[config.mk]
export PLATFORM = sky130hd
export DESIGN_NAME = seven_led_ctrl
export DESIGN_NICKNAME = d
export VERILOG_FILES = /design/src/rtl/seven_led_pkg.sv /design/src/rtl/seven_led_ctrl_bcd_add3_step.sv /design/src/rtl/seven_led_ctrl.sv
export SDC_FILE = /design/constraint.sdc
export NUM_CORES = 1
export LEC_CHECK = 0
export CORE_MARGIN = 4
export CORE_UTILIZATION = 56
export DETAILED_ROUTE_END_ITERATION = 10
export HOLD_SLACK_MARGIN = 0.15
export MAX_ROUTING_LAYER = met4
export PLACE_DENSITY = 0.91
export SLEW_MARGIN = 0
export SYNTH_ARGS = -nofsm -noshare
export SYNTH_HDL_FRONTEND = slang
export SYNTH_HIERARCHICAL = 1
export SYNTH_SLANG_ARGS = --single-unit
[constraint.sdc]
create_clock -name i_clk -period 2 [get_ports i_clk]
set_input_delay 0.2 -clock i_clk [delete_from_list [all_inputs] [get_ports i_clk]]
set_output_delay 0.2 -clock i_clk [all_outputs]
set_load 0.02 [all_outputs]
[src/rtl/seven_led_pkg.sv]
// Shared types and constants for the seven-segment sequencing controller.
package seven_led_pkg;

  typedef enum logic [1:0] {
    IDLE = 2'd0,
    CONV = 2'd1,
    LOAD = 2'd2
  } state_e;

  localparam int          BCD_DIGITS  = 10;
  localparam int          DISP_DIGITS = 8;
  localparam logic [31:0] MAX_VAL_DEF = 32'd99_999_999;

endpackage

[src/rtl/seven_led_ctrl_bcd_add3_step.sv]
// One double-dabble correction step: every BCD nibble >= 5 gets +3 before the shift.
module bcd_add3_step
  import seven_led_pkg::*;
#(
  parameter int DIGITS = BCD_DIGITS
) (
  input  logic [4*DIGITS-1:0] bcd_i,
  output logic [4*DIGITS-1:0] bcd_o
);

  always_comb begin
    bcd_o = bcd_i;
    for (int d = 0; d < DIGITS; d++) begin
      if (bcd_i[4*d +: 4] >= 4'd5) begin
        bcd_o[4*d +: 4] = bcd_i[4*d +: 4] + 4'd3;
      end
    end
  end

endmodule

[src/rtl/seven_led_ctrl.sv]
// Binary-to-decimal sequencer feeding the 8-digit seven-segment decoder.
// Digits update atomically at the end of a fixed 33-cycle conversion.
module seven_led_ctrl
  import seven_led_pkg::*;
#(
  parameter int                DATA_W  = 32,
  parameter bit                SAT_EN  = 1'b1,
  parameter logic [DATA_W-1:0] MAX_VAL = DATA_W'(MAX_VAL_DEF)
) (
  input  logic              i_clk,
  input  logic              i_rst_ni,
  input  logic              i_wr_en,
  input  logic [DATA_W-1:0] i_wr_data,
  output logic              o_busy,
  output logic              o_done,
  output logic              o_ovf,
  output logic [6:0]        o_hex0,
  output logic [6:0]        o_hex1,
  output logic [6:0]        o_hex2,
  output logic [6:0]        o_hex3,
  output logic [6:0]        o_hex4,
  output logic [6:0]        o_hex5,
  output logic [6:0]        o_hex6,
  output logic [6:0]        o_hex7
);

  localparam int BCD_W  = 4 * BCD_DIGITS;
  localparam int DISP_W = 4 * DISP_DIGITS;
  localparam int CNT_W  = $clog2(DATA_W);

  state_e            state_q, state_d;
  logic [DATA_W-1:0] bin_q, bin_d;
  logic [DATA_W-1:0] pend_q, pend_d;
  logic              pend_vld_q, pend_vld_d;
  logic [BCD_W-1:0]  bcd_q, bcd_d, bcd_adj;
  logic [CNT_W-1:0]  cnt_q, cnt_d;
  logic              ovf_q, ovf_d;
  logic [DISP_W-1:0] disp_q, disp_d;
  logic              ovf_out_q, ovf_out_d;
  logic              done_q, done_d;
  logic              start;
  logic [DATA_W-1:0] start_val;

  bcd_add3_step #(.DIGITS(BCD_DIGITS)) u_add3 (
    .bcd_i (bcd_q),
    .bcd_o (bcd_adj)
  );

  always_ff @(posedge i_clk or negedge i_rst_ni) begin
    if (!i_rst_ni) begin
      state_q    <= IDLE;
      bin_q      <= '0;
      pend_q     <= '0;
      pend_vld_q <= 1'b0;
      bcd_q      <= '0;
      cnt_q      <= '0;
      ovf_q      <= 1'b0;
      disp_q     <= '0;
      ovf_out_q  <= 1'b0;
      done_q     <= 1'b0;
    end else begin
      state_q    <= state_d;
      bin_q      <= bin_d;
      pend_q     <= pend_d;
      pend_vld_q <= pend_vld_d;
      bcd_q      <= bcd_d;
      cnt_q      <= cnt_d;
      ovf_q      <= ovf_d;
      disp_q     <= disp_d;
      ovf_out_q  <= ovf_out_d;
      done_q     <= done_d;
    end
  end

  always_comb begin
    state_d    = state_q;
    bin_d      = bin_q;
    pend_d     = pend_q;
    pend_vld_d = pend_vld_q;
    bcd_d      = bcd_q;
    cnt_d      = cnt_q;
    ovf_d      = ovf_q;
    disp_d     = disp_q;
    ovf_out_d  = ovf_out_q;
    done_d     = 1'b0;
    start      = 1'b0;
    start_val  = i_wr_data;

    case (state_q)
      IDLE: start = i_wr_en;
      CONV: begin
        {bcd_d, bin_d} = {bcd_adj, bin_q} << 1;
        cnt_d          = cnt_q + 1'b1;
        if (cnt_q == CNT_W'(DATA_W - 1)) state_d = LOAD;
        if (i_wr_en) begin
          pend_d     = i_wr_data;
          pend_vld_d = 1'b1;
        end
      end
      LOAD: begin
        disp_d    = (SAT_EN && ovf_q) ? {DISP_DIGITS{4'd9}} : bcd_q[DISP_W-1:0];
        ovf_out_d = ovf_q;
        done_d    = 1'b1;
        // A write arriving in this cycle is newer than anything queued.
        if (i_wr_en) begin
          start      = 1'b1;
          pend_vld_d = 1'b0;
        end else if (pend_vld_q) begin
          start      = 1'b1;
          start_val  = pend_q;
          pend_vld_d = 1'b0;
        end else begin
          state_d = IDLE;
        end
      end
      default: state_d = IDLE;
    endcase

    if (start) begin
      bin_d   = start_val;
      bcd_d   = '0;
      cnt_d   = '0;
      ovf_d   = start_val > MAX_VAL;
      state_d = CONV;
    end
  end

  assign o_busy = (state_q != IDLE) || pend_vld_q;
  assign o_done = done_q;
  assign o_ovf  = ovf_out_q;
  assign o_hex0 = {3'b000, disp_q[3:0]};
  assign o_hex1 = {3'b000, disp_q[7:4]};
  assign o_hex2 = {3'b000, disp_q[11:8]};
  assign o_hex3 = {3'b000, disp_q[15:12]};
  assign o_hex4 = {3'b000, disp_q[19:16]};
  assign o_hex5 = {3'b000, disp_q[23:20]};
  assign o_hex6 = {3'b000, disp_q[27:24]};
  assign o_hex7 = {3'b000, disp_q[31:28]};

endmodule

## Yosys cells after proc, flatten, opt, wreduce, memory -nomap -nowiden

Index checks and enable logic that the tools add are counted.

| operators by class | value |
|---|---|
| multipliers | 0 |
| add/subtract/negate cells | 11 |
| shifts and indexed selects | 0 |
| equal/unequal tests | 8 |
| bitwise operators | 0 |
| reduce and logical (&&, ||, !) cells | 8 |
| mux-type cells | 31 |
| divide/modulo/power cells | 0 |
| order comparisons | 11 |

Operator list:

| cell | number |
|---|---|
| 32-bit two-way mux | 6 |
| 40-bit two-way mux | 2 |
| 4-bit by 3-bit >= comparator with 1-bit output, second input constant | 10 |
| 4-bit by 2-bit adder with 4-bit output, second input constant | 9 |
| 4-bit two-way mux | 9 |
| 32-bit by 27-bit > comparator with 1-bit output, second input constant | 1 |
| 5-bit two-way mux | 2 |
| 3-bit inequality test, second input constant | 3 |
| 2-bit two-way mux | 4 |
| 2-bit case mux with 3 select lines | 1 |
| 2-bit nonzero test | 3 |
| 5-bit by 1-bit adder with 5-bit output, second input constant | 1 |
| 5-bit equality test, second input constant | 1 |
| 1-bit two-way mux | 4 |
| 2-bit inequality test, second input constant | 2 |
| 1-bit case mux with 2 select lines | 2 |
| 2-bit AND reduction | 2 |
| 4-bit AND reduction | 1 |
| 3-bit by 2-bit adder with 3-bit output, second input constant | 1 |
| 3-bit two-way mux | 1 |
| 2-bit by 1-bit equality test with 1-bit output, second input constant | 1 |
| 2-bit equality test, second input constant | 1 |
| 2-bit logical NOT | 1 |
| 1-bit logical OR | 1 |

| storage, ports and cells | value |
|---|---|
| latch bits | 0 |
| bits of input ports | 35 |
| output and inout bits | 59 |
| bits in read-only memories | 0 |
| memories kept | 0 |
| word-level logic and storage cells | 79 |
| bits in writable memories | 0 |
| bits in registers | 147 |

## Depth between registers and ports, before layout

Gate-level depths: netlist of run 1.

| logic depth | value |
|---|---|
| depth after elaboration | 5 |
| mapped depth | 7 |
| gate-level depth less buffers | 7 |

## Hierarchy

Netlist of run 1, hierarchy kept.

Modules (own cells, without submodules):

| module | seq. area each (um^2) | area an instance (um^2) | cells an instance | times used |
|---|---|---|---|---|
| seven_led_ctrl | 3678.5 | 6636.4 | 698 | 1 |
| bcd_add3_step | 0.0 | 1013.5 | 160 | 1 |

## Worst setup path after synthesis of run 1

OpenSTA, ideal clock, no wires.

| timing | value |
|---|---|
| kind | register to register |
| start point | register state_q[0] |
| end point | register pend_q[10] |
| data arrival time | 1275 ps |
| path slack | 598 ps |
| buffers on the path | 2 |
| period minus slack after synthesis | 1402 ps |
| stages on the path, launching flop included | 6 |
| required time | 1873 ps |
| library setup time | 127 ps |
| cell sequence | dfrtp_1 nor2b_1 buf_2 nand2_2 buf_6 mux2_1 |

| on the way | value |
|---|---|
| word-level cells in the longest chain between the ends | 2 |

RTL lines:

| item | RTL line | text |
|---|---|---|
| start: declaration | seven_led_ctrl.sv:31 | `state_e state_q, state_d;` |
| start signal: assignment | seven_led_ctrl.sv:62 | `state_q <= state_d;` |
| 2-bit by 1-bit equality test with 1-bit output | seven_led_ctrl.sv:89 | `case (state_q)` |
| 2-bit AND reduction (no line) | -- |  |
| end signal: assignment | seven_led_ctrl.sv:64 | `pend_q <= pend_d;` |
| end: declaration | seven_led_ctrl.sv:33 | `logic [DATA_W-1:0] pend_q, pend_d;` |

Every way passes these cells.
A chain may end at the register's enable or synchronous reset.

## Worst setup path after layout of run 1

| timing | value |
|---|---|
| start point | register state_q[0] |
| end point | output o_busy |

| on the way | value |
|---|---|
| word-level cells in the longest chain between the ends | 2 |

RTL lines:

| item | RTL line | text |
|---|---|---|
| 2-bit nonzero test | seven_led_ctrl.sv:128 | `assign o_busy = (state_q != IDLE) \|\| pend_vld_q;` |
| 1-bit logical OR | seven_led_ctrl.sv:128 |  |
| end: declaration | seven_led_ctrl.sv:14 | `output logic o_busy,` |

Every way passes these cells.

==> metrics.md, run 1 <==
| Metric | Value |
|---|---|
| Layout cells sized above 1 | `0.0791` |
| Sw Ratio | `0.354` |
| Critical path startpoint category | `flip-flop` |
| Num CTS Buffers | `17` |
| CP max stage cell | `dfrtp_1` |
| Required time worst endpoint | `1.80 ns` |
| Number of max-cap violations | `0` |
| Crit-path max cell delay | `0.48 ns` |
| Root Buffer | `clkbuf_16` |
| Internal power | `8.07 mW` |
| H-tree depth | `4` |
| Largest net degree at the start of global routing | `69` |
| Static Leak | `3.93 nW` |
| Slew @ Worst Pin | `0.561 ns` |
| Core footprint | `12200 um^2` |
| Clock sinks | `139` |
| Total gr overflow | `0` |
| Final WL | `15900 um` |
| Final period util | `0.920` |
| Power density over the cells | `1460 nW/um^2` |
| Status | `completed` |
| Reg clk slew, reported paths | `0.06 ns` |
| Psw | `4.41 mW` |
| Top Family by Delay on Critical Path | `flip-flops` |
| NumNets Final | `900` |
| Synthesis Warnings | `6` |
| Hold crit path type | `in2async` |
| CTS max path bufs | `2` |
| Share of total power in sequential cells | `0.383` |
| Clock network power share | `0.278` |
| Area grow syn2layout | `20.1%` |
| Initial antenna violation count | `0` |
| Drt initial violations | `547` |
| Comb pwr share | `0.339` |
| Max Freq | `543 MHz` |
| Critical path, cell by cell | `or3_1, dlygate4sd2_1` |
| Via count | `5704` |
| Final setup violating endpoints | `0` |
| Slew Limit Fails | `0` |
| RSZ-0062 raised after global routing | `no` |
| Commonest non-fill, non-tap cells in the layout | `242 x nand2_1, 139 x dfrtp_1, 76 x o21ai_0` |
| Via density per instance | `5.55` |
| RePlAce Congestion | `0.797` |
| Worst Path Buf+Inv | `1` |
| CP arrival | `1.64 ns` |
| Hold_ws | `0.337 ns` |
| Setup TNS | `0 ns` |
| Antenna viol nets, final | `0` |
| Drt wl/cell | `15.5 um` |
| CP Class | `reg2out` |
| IO Pins | `94` |
| Die Width | `121 um` |
| Commonest non-fill, non-tap cell in the layout | `nand2_1` |
| Worst setup EP type | `output pin` |
| Clk_skew | `0.00656 ns` |
| Worst relative slew slack | `0.626` |
| Final Critical Period | `1.84 ns` |
| Skew-Pair Late Insertion Delay | `0.41 ns` |
| Max VDD drop | `761 uV` |
| Post-DP HPWL | `9980 um` |
| CTS tree | `yes` |
| Final Hold Viols | `0` |
| Initial Util | `0.584` |
| CP max FO | `9` |
| Syn_area_per_cell | `9.02 um^2` |
| First-pass GRT wire length | `26400 um` |
| Post-Syn Instances | `790` |
| Die Y | `121 um` |
| Number of port buffers | `69` |
| Drc violations | `0` |
| Inserted Diodes | `0` |
| Mapped Area | `7130 um^2` |
| Post-CTS Setup Inserts | `0` |
| Rows | `40` |
| Drt first pass iters | `6` |
| Die footprint | `14600 um^2` |
| Vias in the first global route | `5624` |
| Gr usage total | `0.230` |
==> worst register-to-register path, cell delays in order (launching register included) <==
cell and delay [ns]:
dfrtp_1 0.48, a21oi_1 0.36, or2_1 0.27, buf_12 0.18
a21oi_1 0.06, a221o_1 0.26
==> per-layer routing <==
layer | up-vias | routed length [um] | GRT usage
met3 | 20 | 871 | 0.0402
met4 | 0 | 186 | 0.0737
li1 | 2713 | - | -
met2 | 192 | 8050 | 0.381
met5 | - | 0 | -
met1 | 2779 | 6820 | 0.291
==> stage by stage <==
stage / instances / setup slack (ns) / area [um^2] / util / power (mW)
3_3_place_gp: 995 / 0.233 / 7890 / 0.646 / 8.70
5_1_grt: 1028 / 0.0974 / 8560 / 0.701 / 13.3
3_5_place_dp: 995 / 0.107 / 7890 / 0.646 / 8.97
4_1_cts: 1028 / 0.147 / 8560 / 0.701 / 12.5
2_1_floorplan: 813 / 0.598 / 7210 / - / 7.78
6_report: 1028 / 0.159 / 8560 / 0.701 / 12.5
==> registers in the layout, indices dropped and copies added, names as in the netlist <==
name,flops
bcd_q,32
bin_q,32
cnt_q,5
disp_q,32
o_done,1
o_ovf,1
ovf_q,1
pend_q,32
pend_vld_q,1
state_q,2
==> worst paths after layout <==
check	from	endpoint	slack, ns	cells after the start
worst max-delay path	state_q[0]	o_busy	0.16	2
worst min-delay path	i_rst_ni	bcd_q[6]	0.34	2
worst max register to register	state_q[1]	bin_q[3]	0.30	5
worst min register to register	disp_q[22]	disp_q[22]	0.48	2
max in group asynchronous	i_rst_ni	o_done	0.96	3
min in group i_clk	i_wr_data[7]	pend_q[7]	0.41	2
==> cell type report <==
cell class / count / area [um^2]
multi-input cells: 583 / 3230
clock inverters: 11 / 190
flip-flops and latches: 139 / 3480
fillers: 896 / 3650
repair buffers: 89 / 918
clock buffers: 21 / 470
well taps: 168 / 210
inverters: 17 / 63.8
==> power by group through the flow <==
stage,logic [mW],registers (mW),clock network [mW]
final,4.23,4.79,3.47
after global routing,4.76,4.92,3.63
after CTS,4.26,4.77,3.50
after detailed placement,4.21,4.77,0
after global placement,3.98,4.72,0
after floorplan,3.10,4.69,0
==> what timing repair did <==
item	4_1_cts	5_1_grt
gates resized for setup	1	0
endpoints found under the hold margin	56	0
endpoints found under the setup margin	1	0
hold buffers	1	0
Note: power is estimated with default switching activity, not from simulation.
==> run 2: changes to the inputs <==
CORE_UTILIZATION = 26   (was 56)
PLACE_DENSITY = 0.54   (was 0.91)
==> metrics.md, run 2 (same netlist as run 1, synthesis figures left out) <==
| Metric | Value |
|---|---|
| CP max FO | `5 (-4)` |
| NumNets Final | `904 (+0.44%)` |
| Status | `completed` |
| Area grow syn2layout | `23.6%` |
| Critical path startpoint category | `flip-flop` |
| IO Pins | `94 (unchanged)` |
| Max VDD drop | `491 uV (-36%)` |
| Clk_skew | `0.00710 ns (+0.000546 ns)` |
| RSZ-0062 raised after global routing | `no` |
| Slew @ Worst Pin | `0.517 ns (-0.0432 ns)` |
| Final setup violating endpoints | `0 (unchanged)` |
| RePlAce Congestion | `0.771 (-3.2%)` |
| Gr usage total | `0.116 (-0.114)` |
| Reg clk slew, reported paths | `0.06 ns (about the same)` |
| Number of max-cap violations | `0 (unchanged)` |
| Via density per instance | `4.50 (-19%)` |
| Filler cells | `2756 (+210%)` |
| Initial antenna violation count | `0 (unchanged)` |
| CP arrival | `1.63 ns (about the same)` |
| CP Class | `reg2out` |
| Post-route worst setup slack | `0.167 ns (+0.00781 ns)` |
| Largest net degree at the start of global routing | `60 (-13%)` |
| Final period util | `0.917 (-0.00390)` |
| Post-CTS Setup Inserts | `0 (unchanged)` |
| Via count | `5424 (-4.9%)` |
| Vias in the first global route | `5251 (-6.6%)` |
| Die Y | `174 um (+44%)` |
| Number of port buffers | `69 (unchanged)` |
| Core footprint | `27000 um^2 (+120%)` |
| Worst setup EP type | `output pin` |
| CTS max path bufs | `2 (unchanged)` |
| Root Buffer | `clkbuf_16` |
| Drt first pass iters | `4 (-2)` |
| Drt initial violations | `255 (-53%)` |
| Setup TNS | `0 ns (unchanged)` |
| Die Width | `174 um (+44%)` |
| Skew-Pair Late Insertion Delay | `0.42 ns (about the same)` |
| Post-DP HPWL | `11000 um (+10%)` |
| Hold crit path type | `in2async` |
| Final Hold Viols | `0 (unchanged)` |
| Setup WS pre-CTS | `0.194 ns (+0.0869 ns)` |
| Num CTS Buffers | `17 (unchanged)` |
| Final WL | `16900 um (+5.8%)` |
| Total gr overflow | `0 (unchanged)` |
| Static Leak | `3.93 nW (about the same)` |
| Antenna viol nets, final | `0 (unchanged)` |
| Slew Limit Fails | `0 (unchanged)` |
| Drc violations | `0 (unchanged)` |
| Worst relative slew slack | `0.655 (+0.0288)` |
| Commonest non-fill, non-tap cells in the layout | `242 x nand2_1, 139 x dfrtp_1, 76 x o21ai_0` |
| Initial Util | `0.264 (-0.319)` |
| Required time worst endpoint | `1.80 ns (about the same)` |
| Commonest non-fill, non-tap cell in the layout | `nand2_1` |
| CTS tree | `yes` |
| Power density over the cells | `1380 nW/um^2 (-5.1%)` |
| Drt wl/cell | `14.0 um (-9.8%)` |
| Die footprint | `30100 um^2 (+110%)` |
| Rows | `60 (+50%)` |
| Max Freq | `546 MHz (+0.43%)` |
| H-tree depth | `4 (unchanged)` |
| First-pass GRT wire length | `28100 um (+6.2%)` |
| Layout cells sized above 1 | `0.0810 (+0.00195)` |
| Final Power | `12.2 mW (-2.3%)` |
| Clock sinks | `139 (unchanged)` |
| Final Critical Period | `1.83 ns (-0.00781 ns)` |
==> run 2: path summary, 6_finish.rpt <==
check                           slack (ns)         start          to  cells after the start
worst min-delay path                  0.30      i_rst_ni  pend_q[22]                      2
worst max-delay path                  0.17    pend_vld_q      o_busy                      2
max in group asynchronous             1.00      i_rst_ni    bcd_q[2]                      4
worst max register to register        0.40    state_q[1]   bin_q[18]                      5
min in group i_clk                    0.41  i_wr_data[6]   pend_q[6]                      2
worst min register to register        0.48    disp_q[24]  disp_q[24]                      2
==> run 2: power by group <==
group          internal [mW]  switching, mW
clock                   1.99           1.22
combinational           1.94           2.31
sequential              3.86          0.874
==> run 2: what timing repair did <==
item	in CTS	in global routing
gates resized for setup	1	0
hold endpoints to repair	47	0
hold buffers	1	0
endpoints found under the setup margin	1	0
==> run 2: worst max-delay path: stages (launching register included) <==
cell and delay [ns]:
dfrtp_1 0.43, or3_1 0.44, dlygate4sd2_1 0.35
==> run 2: area by class of cell <==
class | instances | area (um^2) | area share
timing repair buffer | 93 | 1010 | 0.115
sequential | 139 | 3480 | 0.395
clock inverter | 11 | 145 | 0.0165
multi-input combinational | 583 | 3230 | 0.367
clock buffer | 21 | 450 | 0.0511
tap | 341 | 427 | 0.0484
antenna | 1 | 2.50 | 0.000284
inverter | 17 | 63.8 | 0.00724
==> run 2: through the flow <==
| stage | area [um^2] | util | hold slack, ns | instances |
|---|---|---|---|---|
| finish | 8810 | 0.327 | 0.299 | 1206 |
| global route | 8810 | 0.327 | 0.351 | 1205 |
| CTS | 8810 | 0.327 | 0.309 | 1205 |
| detailed placement | 8210 | 0.304 | 0.197 | 1172 |
| global placement | 8210 | 0.304 | 0.196 | 1172 |
| floorplan | 7210 | - | -0.0956 | 813 |
==> run 2: per-layer routing <==
layer | wire, um | track usage | part of all wire | up-vias
li1 | - | - | - | 2715
met1 | 8480 | 0.162 | 0.50 | 2586
met2 | 7470 | 0.172 | 0.44 | 110
met4 | 169 | 0.0289 | 0.010 | 0
met5 | 0 | - | 0 | -
met3 | 726 | 0.0266 | 0.043 | 13
==> run 3: changes to the inputs <==
CORE_MARGIN = 5   (was 4)
==> metrics.md, run 3 (same netlist as run 1, synthesis figures left out) <==
| Metric | Value |
|---|---|
| Vias in the first global route | `5438 (+3.6%)` |
| Slew Limit Fails | `0 (unchanged)` |
| Worst setup EP type | `output pin` |
| Hold_ws | `0.248 ns (-0.0509 ns)` |
| Post-CTS Setup Inserts | `0 (unchanged)` |
| Gr usage total | `0.115 (-0.00103)` |
| Max Freq | `542 MHz (-0.62%)` |
| Commonest non-fill, non-tap cells in the layout | `242 x nand2_1, 139 x dfrtp_1, 76 x o21ai_0` |
| Hold crit path type | `in2async` |
| Post-route worst setup slack | `0.156 ns (-0.0114 ns)` |
| H-tree depth | `4 (unchanged)` |
| NumNets Final | `902 (-0.22%)` |
| Die Y | `176 um (+1.2%)` |
| CTS max path bufs | `2 (unchanged)` |
| Initial antenna violation count | `0 (unchanged)` |
| Max VDD drop | `597 uV (+22%)` |
| CP arrival | `1.64 ns (about the same)` |
| Area grow syn2layout | `24.3%` |
| Clock sinks | `139 (unchanged)` |
| Met1 WL | `8370 um (-1.3%)` |
| Crit path from | `state_q[1]` |
| RePlAce Congestion | `0.752 (-2.5%)` |
| RSZ-0062 raised after global routing | `no` |
| Number of port buffers | `69 (unchanged)` |
| First-pass GRT wire length | `28200 um (+0.42%)` |
| Design area | `8860 um^2 (+0.53%)` |
| Die footprint | `30800 um^2 (+2.3%)` |
| IO Pins | `94 (unchanged)` |
| Final Critical Period | `1.84 ns (+0.0114 ns)` |
| Layout cells sized above 1 | `0.0813 (+0.000282)` |
| Initial Util | `0.264 (unchanged)` |
| Critical path, cell by cell | `or3_1, dlygate4sd2_1` |
| Root Buffer | `clkbuf_16` |
| Skew-Pair Late Insertion Delay | `0.42 ns (about the same)` |
| Total gr overflow | `0 (unchanged)` |
| Final Util | `0.329 (+0.00172)` |
| Post-DP HPWL | `10900 um (-0.67%)` |
| Number of max-cap violations | `0 (unchanged)` |
| Status | `completed` |
| Drt wl/cell | `13.9 um (-0.71%)` |
| Drt first pass iters | `5 (+1)` |
| Num CTS Buffers | `17 (unchanged)` |
| Via count | `5391 (-0.61%)` |
| CP max stage cell | `dfrtp_1` |
| Clk_skew | `0.00859 ns (+0.00149 ns)` |
| CTS tree | `yes` |
| Die Width | `176 um (+1.2%)` |
| CP Class | `reg2out` |
| Critical path startpoint category | `flip-flop` |
| Setup TNS | `0 ns (unchanged)` |
| Worst Path Buf+Inv | `1 (unchanged)` |
| Reg clk slew, reported paths | `0.06 ns (about the same)` |
| Final WL | `16700 um (-1.0%)` |
| Inserted Diodes | `0 (-1)` |
| Largest net degree at the start of global routing | `69 (+15%)` |
| Setup WS pre-CTS | `0.217 ns (+0.0237 ns)` |
| Final setup violating endpoints | `0 (unchanged)` |
| Final Hold Viols | `0 (unchanged)` |
| Antenna viol nets, final | `0 (unchanged)` |
| Final period util | `0.922 (+0.00572)` |
| WL met2 | `7360 um (-1.6%)` |
| Crit-path max cell delay | `0.48 ns (+0.04 ns)` |
| CP max FO | `7 (+2)` |
| Rows | `60 (unchanged)` |
| Top Family by Delay on Critical Path | `flip-flops` |
| Metal3 WL | `819 um (+13%)` |
| Drt initial violations | `244 (-4.3%)` |
| Reg2reg start | `state_q[0]` |
| Commonest non-fill, non-tap cell in the layout | `nand2_1` |
| Required time worst endpoint | `1.80 ns (about the same)` |
| Via density per instance | `4.49 (-0.28%)` |
| Power density over the cells | `1420 nW/um^2 (+2.3%)` |
| Static Leak | `3.96 nW (+0.65%)` |
| Top Metal Used | `met4` |
| Dpl cell area | `8180 um^2 (-0.34%)` |
| Drc violations | `0 (unchanged)` |
| Core footprint | `27000 um^2 (unchanged)` |
-- run 3: cell types whose count changed in the layout (fill, tap and decap cells not counted), sizes merged --
cell | before | now
buf | 24 | 22
clkbuf | 21 | 19
bufinv | 3 | 6
diode | 1 | 0
clkinv | 5 | 4
clkinvlp | 3 | 2
-- run 3: worst register-to-register path, delay by kind of cell (launching register included) --
kind	cells	cell delay, ns
AO/OA/AOI/OAI	1	0.07
flip-flops	1	0.41
buffers and inverters	2	0.49
AND/OR/NAND/NOR	2	0.48
-- run 3: worst paths after layout --
path                              end  cells past startpoint  slack (ns)
max                            o_busy                      2        0.16
min                        pend_q[22]                      2        0.25
max reg2reg                disp_q[16]                      5        0.42
min reg2reg                 disp_q[4]                      2        0.48
max in group asynchronous  state_q[0]                      3        1.19
min in group i_clk          pend_q[7]                      2        0.41
-- run 3: through the flow --
step | power (mW) | cells
final | 12.5 | 1202
after floorplan | 7.78 | 813
after CTS | 12.7 | 1202
after global placement | 8.94 | 1170
after global routing | 13.6 | 1202
after detailed placement | 9.05 | 1170
-- run 3: what timing repair did --
action / CTS / global route
hold endpoints to repair: 139 / 0
resized for setup: 1 / 0
hold buffers: 1 / 0
setup endpoints to repair: 1 / 0
-- run 3: metal layers --
layer / vias to the layer above / global-route usage
met3: 12 / 0.0250
met2: 115 / 0.173
li1: 2708 / -
met5: - / -
met4: 0 / 0.0318
met1: 2556 / 0.158
-- run 3: final cells by class --
type,instances,area [um^2]
Sequential cell,139,3480
Timing Repair Buffer,91,983
Tap cell,341,427
Fill cell,2768,18100
Multi-Input combinational cell,583,3230
Clock inverter,12,219
Inverter,17,63.8
Clock buffer,19,453
-- run 3: where the power goes --
| group | total [mW] | leakage, nW | switching (mW) | internal [mW] |
|---|---|---|---|---|
| registers | 4.73 | 1.73 | 0.870 | 3.86 |
| logic | 4.21 | 1.90 | 2.29 | 1.93 |
| clock network | 3.60 | 0.325 | 1.21 | 2.39 |
| total | 12.5 | 3.96 | 4.36 | 8.18 |
